File: src/rtl/cpu_regfile_scoreboard_if.sv
// Bus bundle for cpu_regfile_scoreboard: write/reserve ports, packed read ports and
// the register dump stream. The DUT takes the slave modport; the CPU side takes master.
interface cpu_regfile_scoreboard_if #(
    parameter int NUMBER_OF_REGISTERS  = 8,
    parameter int DATA_WIDTH           = 8,
    parameter int NUMBER_OF_READ_PORTS = 2
);
    localparam int AW = $clog2(NUMBER_OF_REGISTERS);

    logic                                       write_enable_in;
    logic [AW-1:0]                              write_register_address_in;
    logic signed [DATA_WIDTH-1:0]               write_data_in;
    logic                                       reserve_enable_in;
    logic [AW-1:0]                              reserve_register_address_in;
    logic [NUMBER_OF_READ_PORTS*AW-1:0]         read_register_address_in;
    logic [NUMBER_OF_READ_PORTS*DATA_WIDTH-1:0] read_data_out;
    logic [NUMBER_OF_READ_PORTS-1:0]            read_busy_out;

    // Dump stream: a beat transfers on any posedge where dump_valid_out and
    // dump_ready_in are both high. Once valid rises it stays high, and address/data
    // stay frozen, until that beat transfers; ready may toggle freely.
    logic                                       dump_start_in;
    logic                                       dump_valid_out;
    logic                                       dump_ready_in;
    logic [AW-1:0]                              dump_address_out;
    logic signed [DATA_WIDTH-1:0]               dump_data_out;
    logic                                       dump_active_out;
    logic                                       dump_done_out;
    logic                                       dump_state_out;

    modport master (
        output write_enable_in, write_register_address_in, write_data_in,
        output reserve_enable_in, reserve_register_address_in,
        output read_register_address_in,
        input  read_data_out, read_busy_out,
        output dump_start_in, dump_ready_in,
        input  dump_valid_out, dump_address_out, dump_data_out,
        input  dump_active_out, dump_done_out, dump_state_out
    );

    modport slave (
        input  write_enable_in, write_register_address_in, write_data_in,
        input  reserve_enable_in, reserve_register_address_in,
        input  read_register_address_in,
        output read_data_out, read_busy_out,
        input  dump_start_in, dump_ready_in,
        output dump_valid_out, dump_address_out, dump_data_out,
        output dump_active_out, dump_done_out, dump_state_out
    );
endinterface

File: src/rtl/cpu_regfile_scoreboard.sv
// Register file with per-register busy (scoreboard) bits and a valid/ready dump stream.
// Optional write-to-read forwarding is enabled by defining REGFILE_BYPASS_EN.
module cpu_regfile_scoreboard #(
    parameter int NUMBER_OF_REGISTERS  = 8,
    parameter int DATA_WIDTH           = 8,
    parameter int NUMBER_OF_READ_PORTS = 2
) (
    input logic                     clock_in,
    input logic                     reset_in,
    cpu_regfile_scoreboard_if.slave bus
);
    localparam int AW = $clog2(NUMBER_OF_REGISTERS);
    localparam logic [AW-1:0] LAST_INDEX = AW'(NUMBER_OF_REGISTERS - 1);

    typedef enum logic {
        IDLE   = 1'b0,
        STREAM = 1'b1
    } dump_state_t;

    logic signed [DATA_WIDTH-1:0] regs [NUMBER_OF_REGISTERS];
    logic [NUMBER_OF_REGISTERS-1:0] busy;

    // Register 0 is never assigned outside reset, so it stays zero and never busy.
    always_ff @(posedge clock_in or posedge reset_in) begin
        if (reset_in) begin
            for (int i = 0; i < NUMBER_OF_REGISTERS; i++) begin
                regs[i] <= '0;
            end
            busy <= '0;
        end else begin
            for (int i = 1; i < NUMBER_OF_REGISTERS; i++) begin
                if (bus.write_enable_in && bus.write_register_address_in == AW'(i)) begin
                    regs[i] <= bus.write_data_in;
                end
                // A reserve outranks a same-cycle write: the producer it announces is still pending.
                if (bus.reserve_enable_in && bus.reserve_register_address_in == AW'(i)) begin
                    busy[i] <= 1'b1;
                end else if (bus.write_enable_in && bus.write_register_address_in == AW'(i)) begin
                    busy[i] <= 1'b0;
                end
            end
        end
    end

    logic [AW-1:0] read_address [NUMBER_OF_READ_PORTS];
    logic [NUMBER_OF_READ_PORTS*DATA_WIDTH-1:0] read_data;
    logic [NUMBER_OF_READ_PORTS-1:0] read_busy;

    always_comb begin
        read_data = '0;
        read_busy = '0;
        for (int k = 0; k < NUMBER_OF_READ_PORTS; k++) begin
            read_address[k] = bus.read_register_address_in[k*AW +: AW];
            read_data[k*DATA_WIDTH +: DATA_WIDTH] = regs[read_address[k]];
            read_busy[k] = busy[read_address[k]];
`ifdef REGFILE_BYPASS_EN
            // Forward the in-flight write; reset suppresses it so reads stay zero.
            if (!reset_in && bus.write_enable_in && bus.write_register_address_in != '0
                && bus.write_register_address_in == read_address[k]) begin
                read_data[k*DATA_WIDTH +: DATA_WIDTH] = bus.write_data_in;
                read_busy[k] = bus.reserve_enable_in
                               && bus.reserve_register_address_in == read_address[k];
            end
`endif
        end
    end

    assign bus.read_data_out = read_data;
    assign bus.read_busy_out = read_busy;

    dump_state_t dump_state, dump_state_next;
    logic [AW-1:0] dump_index, dump_index_next;
    logic signed [DATA_WIDTH-1:0] dump_data_q, dump_data_next;
    logic dump_done_q, dump_done_next;

    always_ff @(posedge clock_in or posedge reset_in) begin
        if (reset_in) begin
            dump_state  <= IDLE;
            dump_index  <= '0;
            dump_data_q <= '0;
            dump_done_q <= 1'b0;
        end else begin
            dump_state  <= dump_state_next;
            dump_index  <= dump_index_next;
            dump_data_q <= dump_data_next;
            dump_done_q <= dump_done_next;
        end
    end

    // The held beat is captured from the array on the same edge that moves the index,
    // so later writes cannot disturb a stalled beat.
    always_comb begin
        dump_state_next = dump_state;
        dump_index_next = dump_index;
        dump_data_next  = dump_data_q;
        dump_done_next  = 1'b0;
        case (dump_state)
            IDLE: begin
                if (bus.dump_start_in) begin
                    dump_state_next = STREAM;
                    dump_index_next = '0;
                    dump_data_next  = regs[0];
                end
            end
            STREAM: begin
                if (bus.dump_ready_in) begin
                    if (dump_index == LAST_INDEX) begin
                        dump_state_next = IDLE;
                        dump_done_next  = 1'b1;
                    end else begin
                        dump_index_next = dump_index + AW'(1);
                        dump_data_next  = regs[dump_index + AW'(1)];
                    end
                end
            end
            default: dump_state_next = IDLE;
        endcase
    end

    assign bus.dump_valid_out   = (dump_state == STREAM);
    assign bus.dump_active_out  = (dump_state != IDLE);
    assign bus.dump_address_out = dump_index;
    assign bus.dump_data_out    = dump_data_q;
    assign bus.dump_done_out    = dump_done_q;
    assign bus.dump_state_out   = dump_state;
endmodule

File: src/flat_wrapper.sv
// flat-port wrapper written by rule: the top's interface ports become plain ports
module cpu_regfile_scoreboard_flat 
#(
    parameter int NUMBER_OF_REGISTERS  = 8,
    parameter int DATA_WIDTH           = 8,
    parameter int NUMBER_OF_READ_PORTS = 2
)
  (clock_in, reset_in, bus_write_enable_in, bus_write_register_address_in, bus_write_data_in, bus_reserve_enable_in, bus_reserve_register_address_in, bus_read_register_address_in, bus_read_data_out, bus_read_busy_out, bus_dump_start_in, bus_dump_ready_in, bus_dump_valid_out, bus_dump_address_out, bus_dump_data_out, bus_dump_active_out, bus_dump_done_out, bus_dump_state_out);
  cpu_regfile_scoreboard_if #(.NUMBER_OF_REGISTERS(NUMBER_OF_REGISTERS), .DATA_WIDTH(DATA_WIDTH), .NUMBER_OF_READ_PORTS(NUMBER_OF_READ_PORTS)) bus_i ();
  input logic clock_in;
  input logic reset_in;
  input wire logic [$bits(bus_i.write_enable_in)-1:0] bus_write_enable_in;
  input wire logic [$bits(bus_i.write_register_address_in)-1:0] bus_write_register_address_in;
  input wire logic [$bits(bus_i.write_data_in)-1:0] bus_write_data_in;
  input wire logic [$bits(bus_i.reserve_enable_in)-1:0] bus_reserve_enable_in;
  input wire logic [$bits(bus_i.reserve_register_address_in)-1:0] bus_reserve_register_address_in;
  input wire logic [$bits(bus_i.read_register_address_in)-1:0] bus_read_register_address_in;
  output wire logic [$bits(bus_i.read_data_out)-1:0] bus_read_data_out;
  output wire logic [$bits(bus_i.read_busy_out)-1:0] bus_read_busy_out;
  input wire logic [$bits(bus_i.dump_start_in)-1:0] bus_dump_start_in;
  input wire logic [$bits(bus_i.dump_ready_in)-1:0] bus_dump_ready_in;
  output wire logic [$bits(bus_i.dump_valid_out)-1:0] bus_dump_valid_out;
  output wire logic [$bits(bus_i.dump_address_out)-1:0] bus_dump_address_out;
  output wire logic [$bits(bus_i.dump_data_out)-1:0] bus_dump_data_out;
  output wire logic [$bits(bus_i.dump_active_out)-1:0] bus_dump_active_out;
  output wire logic [$bits(bus_i.dump_done_out)-1:0] bus_dump_done_out;
  output wire logic [$bits(bus_i.dump_state_out)-1:0] bus_dump_state_out;
  assign bus_i.write_enable_in = bus_write_enable_in;
  assign bus_i.write_register_address_in = bus_write_register_address_in;
  assign bus_i.write_data_in = bus_write_data_in;
  assign bus_i.reserve_enable_in = bus_reserve_enable_in;
  assign bus_i.reserve_register_address_in = bus_reserve_register_address_in;
  assign bus_i.read_register_address_in = bus_read_register_address_in;
  assign bus_read_data_out = bus_i.read_data_out;
  assign bus_read_busy_out = bus_i.read_busy_out;
  assign bus_i.dump_start_in = bus_dump_start_in;
  assign bus_i.dump_ready_in = bus_dump_ready_in;
  assign bus_dump_valid_out = bus_i.dump_valid_out;
  assign bus_dump_address_out = bus_i.dump_address_out;
  assign bus_dump_data_out = bus_i.dump_data_out;
  assign bus_dump_active_out = bus_i.dump_active_out;
  assign bus_dump_done_out = bus_i.dump_done_out;
  assign bus_dump_state_out = bus_i.dump_state_out;
  cpu_regfile_scoreboard #(.NUMBER_OF_REGISTERS(NUMBER_OF_REGISTERS), .DATA_WIDTH(DATA_WIDTH), .NUMBER_OF_READ_PORTS(NUMBER_OF_READ_PORTS)) u_core (.clock_in(clock_in), .reset_in(reset_in), .bus(bus_i));
endmodule
File: config.mk
export PLATFORM = sky130hd
export DESIGN_NAME = cpu_regfile_scoreboard_flat
export DESIGN_NICKNAME = d
export VERILOG_FILES = /design/src/rtl/cpu_regfile_scoreboard_if.sv /design/src/rtl/cpu_regfile_scoreboard.sv /design/src/flat_wrapper.sv
export SDC_FILE = /design/constraint.sdc
export NUM_CORES = 1
export LEC_CHECK = 0
export ABC_AREA = 1
export CAP_MARGIN = 20
export CORE_UTILIZATION = 55
export CTS_CLUSTER_SIZE = 20
export DETAILED_ROUTE_END_ITERATION = 8
export HOLD_SLACK_MARGIN = 0.06
export PLACE_DENSITY = 0.78
export RECOVER_POWER = 100
export SYNTH_ARGS = -nofsm -noshare
export SYNTH_HDL_FRONTEND = slang
export SYNTH_SLANG_ARGS = --single-unit
File: constraint.sdc
create_clock -name clock_in -period 3.9 [get_ports clock_in]
set_input_delay 0.39 -clock clock_in [delete_from_list [all_inputs] [get_ports clock_in]]
set_output_delay 0.39 -clock clock_in [all_outputs]
set_load 0.1 [all_outputs]
After elaboration in Yosys (flattened, before gate mapping)
Index checks and enable logic that the tools add are counted.
{"block": "classes", "n_addsub": 1, "n_lt_le_gt_ge": 5, "n_eq_ne": 18, "n_mux": 42, "n_bitwise": 4, "n_reduce_logical": 22}
{"cell": "$bmux 8 s3", "n": 3}
{"cell": "$mux 8", "n": 9}
{"cell": "$eq 3x3->1 const B", "n": 9}
{"cell": "$mux 1", "n": 22}
{"cell": "$pmux 8 s2", "n": 1}
{"cell": "$logic_and 1x1->1", "n": 14}
{"cell": "$reduce_bool 2->1", "n": 7}
{"cell": "$eq 3x2->1 const B", "n": 4}
{"cell": "$ge 4x4->1 const B", "n": 3}
{"cell": "$not 3->4", "n": 3}
{"cell": "$mux 3", "n": 3}
{"cell": "$lt 3x4->1 const B", "n": 2}
{"cell": "$bmux 1 s3", "n": 2}
{"cell": "$eq 3x1->1 const B", "n": 2}
{"cell": "$ne 2x2->1 const B", "n": 3}
{"cell": "$pmux 3 s2", "n": 1}
{"cell": "$add 3x1->3 const B", "n": 1}
{"cell": "$reduce_and 3->1", "n": 1}
{"cell": "$pmux 1 s2", "n": 1}
{"cell": "$not 1->1", "n": 1}
{"block": "word_totals", "register_bits": 76, "in_bits": 26, "out_inout_bits": 33}

Depth between registers and ports, before layout
{"block": "depth", "depth_word": 8, "depth_mapped": 9}

Worst setup path after synthesis
No wires, ideal clock.
{"block": "synth_path", "path_type": "flip-flop to flip-flop", "from": "register u_core.dump_index[0] (netlist: u_core.bus.dump_address_out[0])", "to": "register u_core.dump_index[0] (netlist: u_core.bus.dump_address_out[0])", "setup_time_ns": 0.136, "t_arrival_ns": 2.066, "slack_ns": 1.698, "stages_incl_launch_ff": 9, "path_buffers": 1, "cell_sequence": "dfrtp_1 -> ha_1 -> ha_1 -> nand3b_1 -> nand2_1 -> inv_1 -> buf_2 -> nand2_1 -> o21ai_0"}
{"block": "synth_between", "elab_chain_cells": 4}
{"element": "from (decl)", "line_no": "cpu_regfile_scoreboard.sv:72", "text": "logic [AW-1:0] dump_index, dump_index_next;"}
{"element": "from (signal assigned)", "line_no": "cpu_regfile_scoreboard.sv:84", "text": "dump_index <= dump_index_next;"}
{"element": "$add 3x1->3", "line_no": "cpu_regfile_scoreboard.sv:111", "text": "dump_index_next = dump_index + AW'(1);"}
{"element": "$mux 3", "line_no": "cpu_regfile_scoreboard.sv:107", "text": "if (dump_index == LAST_INDEX) begin"}
{"element": "$mux 3", "line_no": "cpu_regfile_scoreboard.sv:106", "text": "if (bus.dump_ready_in) begin"}
{"element": "$pmux 3 s2", "line_no": "cpu_regfile_scoreboard.sv:97", "text": "case (dump_state)"}
Several ways; a longest one is shown, not always the timed one. The select of a mux whose other input is x is not followed.
A chain may end at the register's enable or synchronous reset.

Final worst setup path
{"block": "layout_path", "from": "input bus_read_register_address_in[4]", "to": "output bus_read_data_out[11]"}
{"block": "layout_between", "elab_chain_cells": 4}
{"element": "from (decl)", "line_no": "flat_wrapper.sv:17", "text": "input wire logic [$bits(bus_i.read_register_address_in)-1:0] bus_read_register_address_in;"}
{"element": "$not 3->4 (implied by the code)", "line_no": "cpu_regfile_scoreboard.sv:54", "text": "read_data[k*DATA_WIDTH +: DATA_WIDTH] = regs[read_address[k]];"}
{"element": "$bmux 8 s3", "line_no": "cpu_regfile_scoreboard.sv:54"}
{"element": "$mux 8 (implied by the code) (2 in a row)", "line_no": "cpu_regfile_scoreboard.sv:54"}
{"element": "to (decl)", "line_no": "flat_wrapper.sv:18", "text": "output wire logic [$bits(bus_i.read_data_out)-1:0] bus_read_data_out;"}
Every way passes these cells. The select of a mux whose other input is x is not followed.

==> results by stage <==
Critical path:
- At the worst endpoint, the arrival time is 3.00 ns.
- Along the worst path, the maximum fanout reaches 28.
- The startpoint of the worst setup timing path is bus_read_register_address_in[4].
- The critical path start-end classification is primary input to output pin.
- At the worst endpoint, the required time is 3.51 ns.
- The origin of the critical flop-to-flop path is u_core.bus.dump_address_out[0].
- STA classifies the critical path endpoint as an output pin.
- The endpoint identified for the worst register-to-register timing path is u_core.bus.dump_data_out[2].
- The capturing element of the worst setup path is bus_read_data_out[11].
- Counting cells, the worst reg-to-reg path comes to 8.
- The worst setup slack for register-to-register paths is 1.31 ns.
- The worst setup path is launched from a primary input.

Power and ir drop:
- The power share of the clock group is 0.150.
- The internal cell power is 1730 µW.
- The share of total power dissipated in combinational logic is 0.550.
- The net switching power is 1960 µW.
- The static leakage is 0.00272 µW.
- The net switching fraction of the power is 0.531.
- Dividing total power by cell area gives a power density of 694 nW/µm².
- The worst IR drop on VDD is 0.342 mV.
- The share of total power dissipated in sequential elements is 0.300.

Die:
- For this configuration, the core starts out at a cell density of 0.566.
- The die span in y is 93.9 µm.
- The die area is 8820 µm².
- The floorplan has 33 rows.
- In this run the count of I/O pins placed on the die edge is 59.
- From left edge to right edge, the die measures 93.9 µm.
- The total area inside the core boundary comes to 8220 µm².

Clock network:
- Post-CTS repair changed the size of 0 cells.
- The number of hold buffers added after cts is 0.
- TritonCTS built the clock tree.
- The H-tree depth is 3.
- Counting along the longest clock path gives a buffer depth of 2.
- The clock latency of the later-clocked register in the worst-skew pair is 0.35 ns.
- The clock net in this run drives a total of 76 sinks.
- TritonCTS created 9 clock buffers.
- The root buffer selected by CTS is sky130_fd_sc_hd__clkbuf_8.
- After clock tree synthesis, the clock-pin slew on the worst setup and hold paths is 0.08 ns.
- Post-CTS timing repair inserted 0 buffers for setup.

Synthesis:
- In this run, synthesis produced a sequential element count of 76.
- Counting flops with a built-in enable in the synthesized netlist gives 0.
- The compound-gate portion of the synthesized area is 0.205.
- Of the total synthesized cell area, the portion taken by full adders, half adders and majority gates is 0.00538.
- The total of warnings raised by yosys is 9.
- The number of unique standard cell types used by synthesis is 28.
- The main combinational cell family by area after synthesis is simple AND/OR/NAND/NOR gates.
- The number of nets produced by synthesis is 695.
- The cell area after synthesis is 4650 µm².
- The mean post-synth cell area is 6.97 µm².
- The sequential element share of the synthesized area is 0.409.
- After synthesis, the share of flip-flops with an asynchronous set or reset is 1.00.
- The count of mapped cells out of synthesis is 667.
- The share of synthesized cell area in and, or, nand and nor gates is 0.279.
- Of the post-synthesis cell area, the part taken by muxes is 0.
- The flip-flop cell with the highest count after synthesis is sky130_fd_sc_hd__dfrtp_1.
- Of the total synthesized cell area, the portion taken by XOR and XNOR cells is 0.

Route:
- The count of nets left with antenna violations once routing finished came out at 0.
- For this run, design rule violations remaining after detail routing come to 0.
- The routed length per instance is 16.5 µm.
- The routed design has 13.4 mm of wire.
- Detailed routing inserted a total of 4636 vias.
- The detailed router finished its first iteration with 367 violations.
- The post-detailed-route via-to-cell ratio is 5.69.
- The number of optimization iterations in the first detailed-route pass is 5.

STA:
- At the pin with the least slew margin, the transition time is 2.14 ns.
- Setup total negative slack on the finished layout was measured at 0 ns.
- The number of endpoints with negative hold slack in the final report is 0.
- Based on the critical path, the design can be clocked at up to 295 MHz.
- The number of slew-limit violations in the final report is 75.
- For the finished layout, the period the worst path requires is 3.39 ns.
- The total of endpoints with negative setup slack in the final report is 0.
- The worst setup skew after layout is 0.00910 ns.
- Setup repair after global routing left no endpoint under its margin.
- Measured against its own limit, the worst slew margin works out to -0.435.
- Dividing the final minimum period by the clock period gives 0.870.

Global routing:
- The number of antenna violations at the first check in global routing is 0.
- The all-layer global routing usage is 0.324.
- The layer flagged by global routing as most heavily used is met2.
- The first global-routing pass estimated 21.6 mm of wire.
- The global-route met2 utilization is 0.541.
- The largest net degree at the start of global routing is 39.
- For this run, global-route usage on met3 was measured as 0.0518.
- The total grt overflow is 0.
- The via count of the first global-routing pass is 4352.
- For this run, global-route usage on met1 was measured as 0.406.

Cells and area:
- The net total in the final layout is 733.
- The area of all sequential standard cells is 1900 µm².
- After filler insertion, the fill cell instance count of the layout stands at 767.
- Compared with the post-synthesis result, the final layout area differs by 14.6%.
- The antenna diode count is 0.
- Once layout is done, the placed cells without fillers occupy 5330 µm².
- In the final layout, the multi-input gates occupy 2200 µm².
- The fraction of layout instances using a drive strength above 1 is 0.0521.

Placement:
- The global placer's final weighted congestion is 0.909.
- Once placement finished, the instance area stood at 5280 µm².
- The detailed placer's ending HPWL is 9.50 mm.
- Input and output buffers added on the ports amount to 58.

Outcome:
- The flow ran to the end, but the final reports show violations.
- The final reports fail on capacitance limit, slew limit.

Hold path:
- The min-delay analysis places its worst path in the category flip-flop to flip-flop.

Run:
- The number of max-cap violations is 3.
[sequential cells by signal (all words and copies together) (netlist names)]
name / cells
u_core.regs: 56
u_core.bus.dump_address_out: 3
u_core.bus.dump_active_out: 1
u_core.bus.dump_done_out: 1
u_core.busy: 7
u_core.bus.dump_data_out: 8
[layout by cell type (no fill, tap or decap), types with 3 or more instances in the layout]
cell                                n
sky130_fd_sc_hd__nand2_1          269
sky130_fd_sc_hd__o21ai_0           94
sky130_fd_sc_hd__dfrtp_1           76
sky130_fd_sc_hd__inv_1             66
sky130_fd_sc_hd__nand3_1           36
sky130_fd_sc_hd__o211ai_1          36
sky130_fd_sc_hd__a21oi_1           27
sky130_fd_sc_hd__clkdlybuf4s50_1   20
sky130_fd_sc_hd__dlygate4sd3_1     20
sky130_fd_sc_hd__buf_4             14
sky130_fd_sc_hd__clkbuf_8          10
sky130_fd_sc_hd__nor2_1             6
sky130_fd_sc_hd__dlymetal6s2s_1     5
sky130_fd_sc_hd__buf_12             4
sky130_fd_sc_hd__nor3_1             3
sky130_fd_sc_hd__clkinv_1           3
sky130_fd_sc_hd__clkinv_2           3
sky130_fd_sc_hd__clkbuf_1           3
[synth_stat cells (3+ instances only)]
cell type	n	area, µm²
sky130_fd_sc_hd__clkinv_1	3	11.3
sky130_fd_sc_hd__o211ai_1	36	270
sky130_fd_sc_hd__o21ai_2	9	78.8
sky130_fd_sc_hd__o21ai_0	84	420
sky130_fd_sc_hd__buf_1	4	15.0
sky130_fd_sc_hd__buf_6	3	33.8
sky130_fd_sc_hd__dfrtp_1	76	1900
sky130_fd_sc_hd__nand3_1	33	165
sky130_fd_sc_hd__clkbuf_1	6	22.5
sky130_fd_sc_hd__buf_2	24	120
sky130_fd_sc_hd__nand3_2	3	30.0
sky130_fd_sc_hd__a21oi_1	27	135
sky130_fd_sc_hd__nand2_1	269	1010
sky130_fd_sc_hd__inv_1	65	244
sky130_fd_sc_hd__nor2_1	5	18.8
[layer usage]
metal	part of all wire	vias up
li1	-	2244
met1	0.42	2141
met2	0.47	219
met3	0.072	32
met4	0.039	0
met5	0	-
[cell families (layout without fill, tap and decap cells)]
group           after synthesis  after routing
flops                        76             76
compound gates              163            163
fa+ha+maj                     2              2
buf+inv                     109            152
simple gates                317            317
[how the worst min path moves through the flow]
stage / slack (ns) / depth (start not counted) / end / start
4_1_cts: 0.50 / 2 / u_core.bus.dump_data_out[1] / u_core.bus.dump_data_out[1]
5_1_grt: 0.51 / 2 / u_core.bus.dump_data_out[4] / u_core.bus.dump_data_out[4]
2_1_floorplan: 0.45 / 2 / u_core.busy[3] / u_core.busy[3]
3_5_place_dp: 0.48 / 2 / u_core.bus.dump_data_out[1] / u_core.bus.dump_data_out[1]
3_3_place_gp: 0.47 / 2 / u_core.bus.dump_data_out[1] / u_core.bus.dump_data_out[1]
6_report: 0.49 / 2 / u_core.bus.dump_data_out[0] / u_core.bus.dump_data_out[0]
[power groups by stage]
stage | clock, µW | combinational (µW) | sequential [µW]
2_1_floorplan | 0 | 1150 | 1500
3_3_place_gp | 0 | 2060 | 1110
3_5_place_dp | 0 | 2090 | 1120
4_1_cts | 566 | 2090 | 1110
5_1_grt | 599 | 2200 | 1130
6_report | 555 | 2030 | 1110
[area by class of cell]
| cell class | count | share of cell area |
|---|---|---|
| clock inverter | 6 | 0.00728 |
| timing repair buffer | 66 | 0.124 |
| clock buffer | 10 | 0.0258 |
| multi-input combinational | 482 | 0.412 |
| tap | 105 | 0.0247 |
| sequential | 76 | 0.357 |
| inverter | 70 | 0.0493 |
[critical path: stages]
cell and delay [ns]:
sky130_fd_sc_hd__dlygate4sd3_1 1.32, sky130_fd_sc_hd__o211ai_1 0.23, sky130_fd_sc_hd__o21ai_0 0.15, sky130_fd_sc_hd__nand2_1 0.08, sky130_fd_sc_hd__nand2_1 0.08, sky130_fd_sc_hd__dlymetal6s2s_1 0.74
[through the flow]
step / std cells / worst slack (ns) / power (µW) / utilization / hold slack [ns]
after CTS: 815 / 1.07 / 3760 / 0.664 / 0.498
after global placement: 799 / 1.13 / 3180 / 0.643 / 0.467
after detailed placement: 799 / 1.08 / 3210 / 0.643 / 0.476
final: 815 / 0.509 / 3700 / 0.648 / 0.492
after floorplan: 667 / 1.57 / 2640 / - / 0.452
after global routing: 815 / 0.455 / 3940 / 0.648 / 0.508
Power figures use the tool's default switching activity.
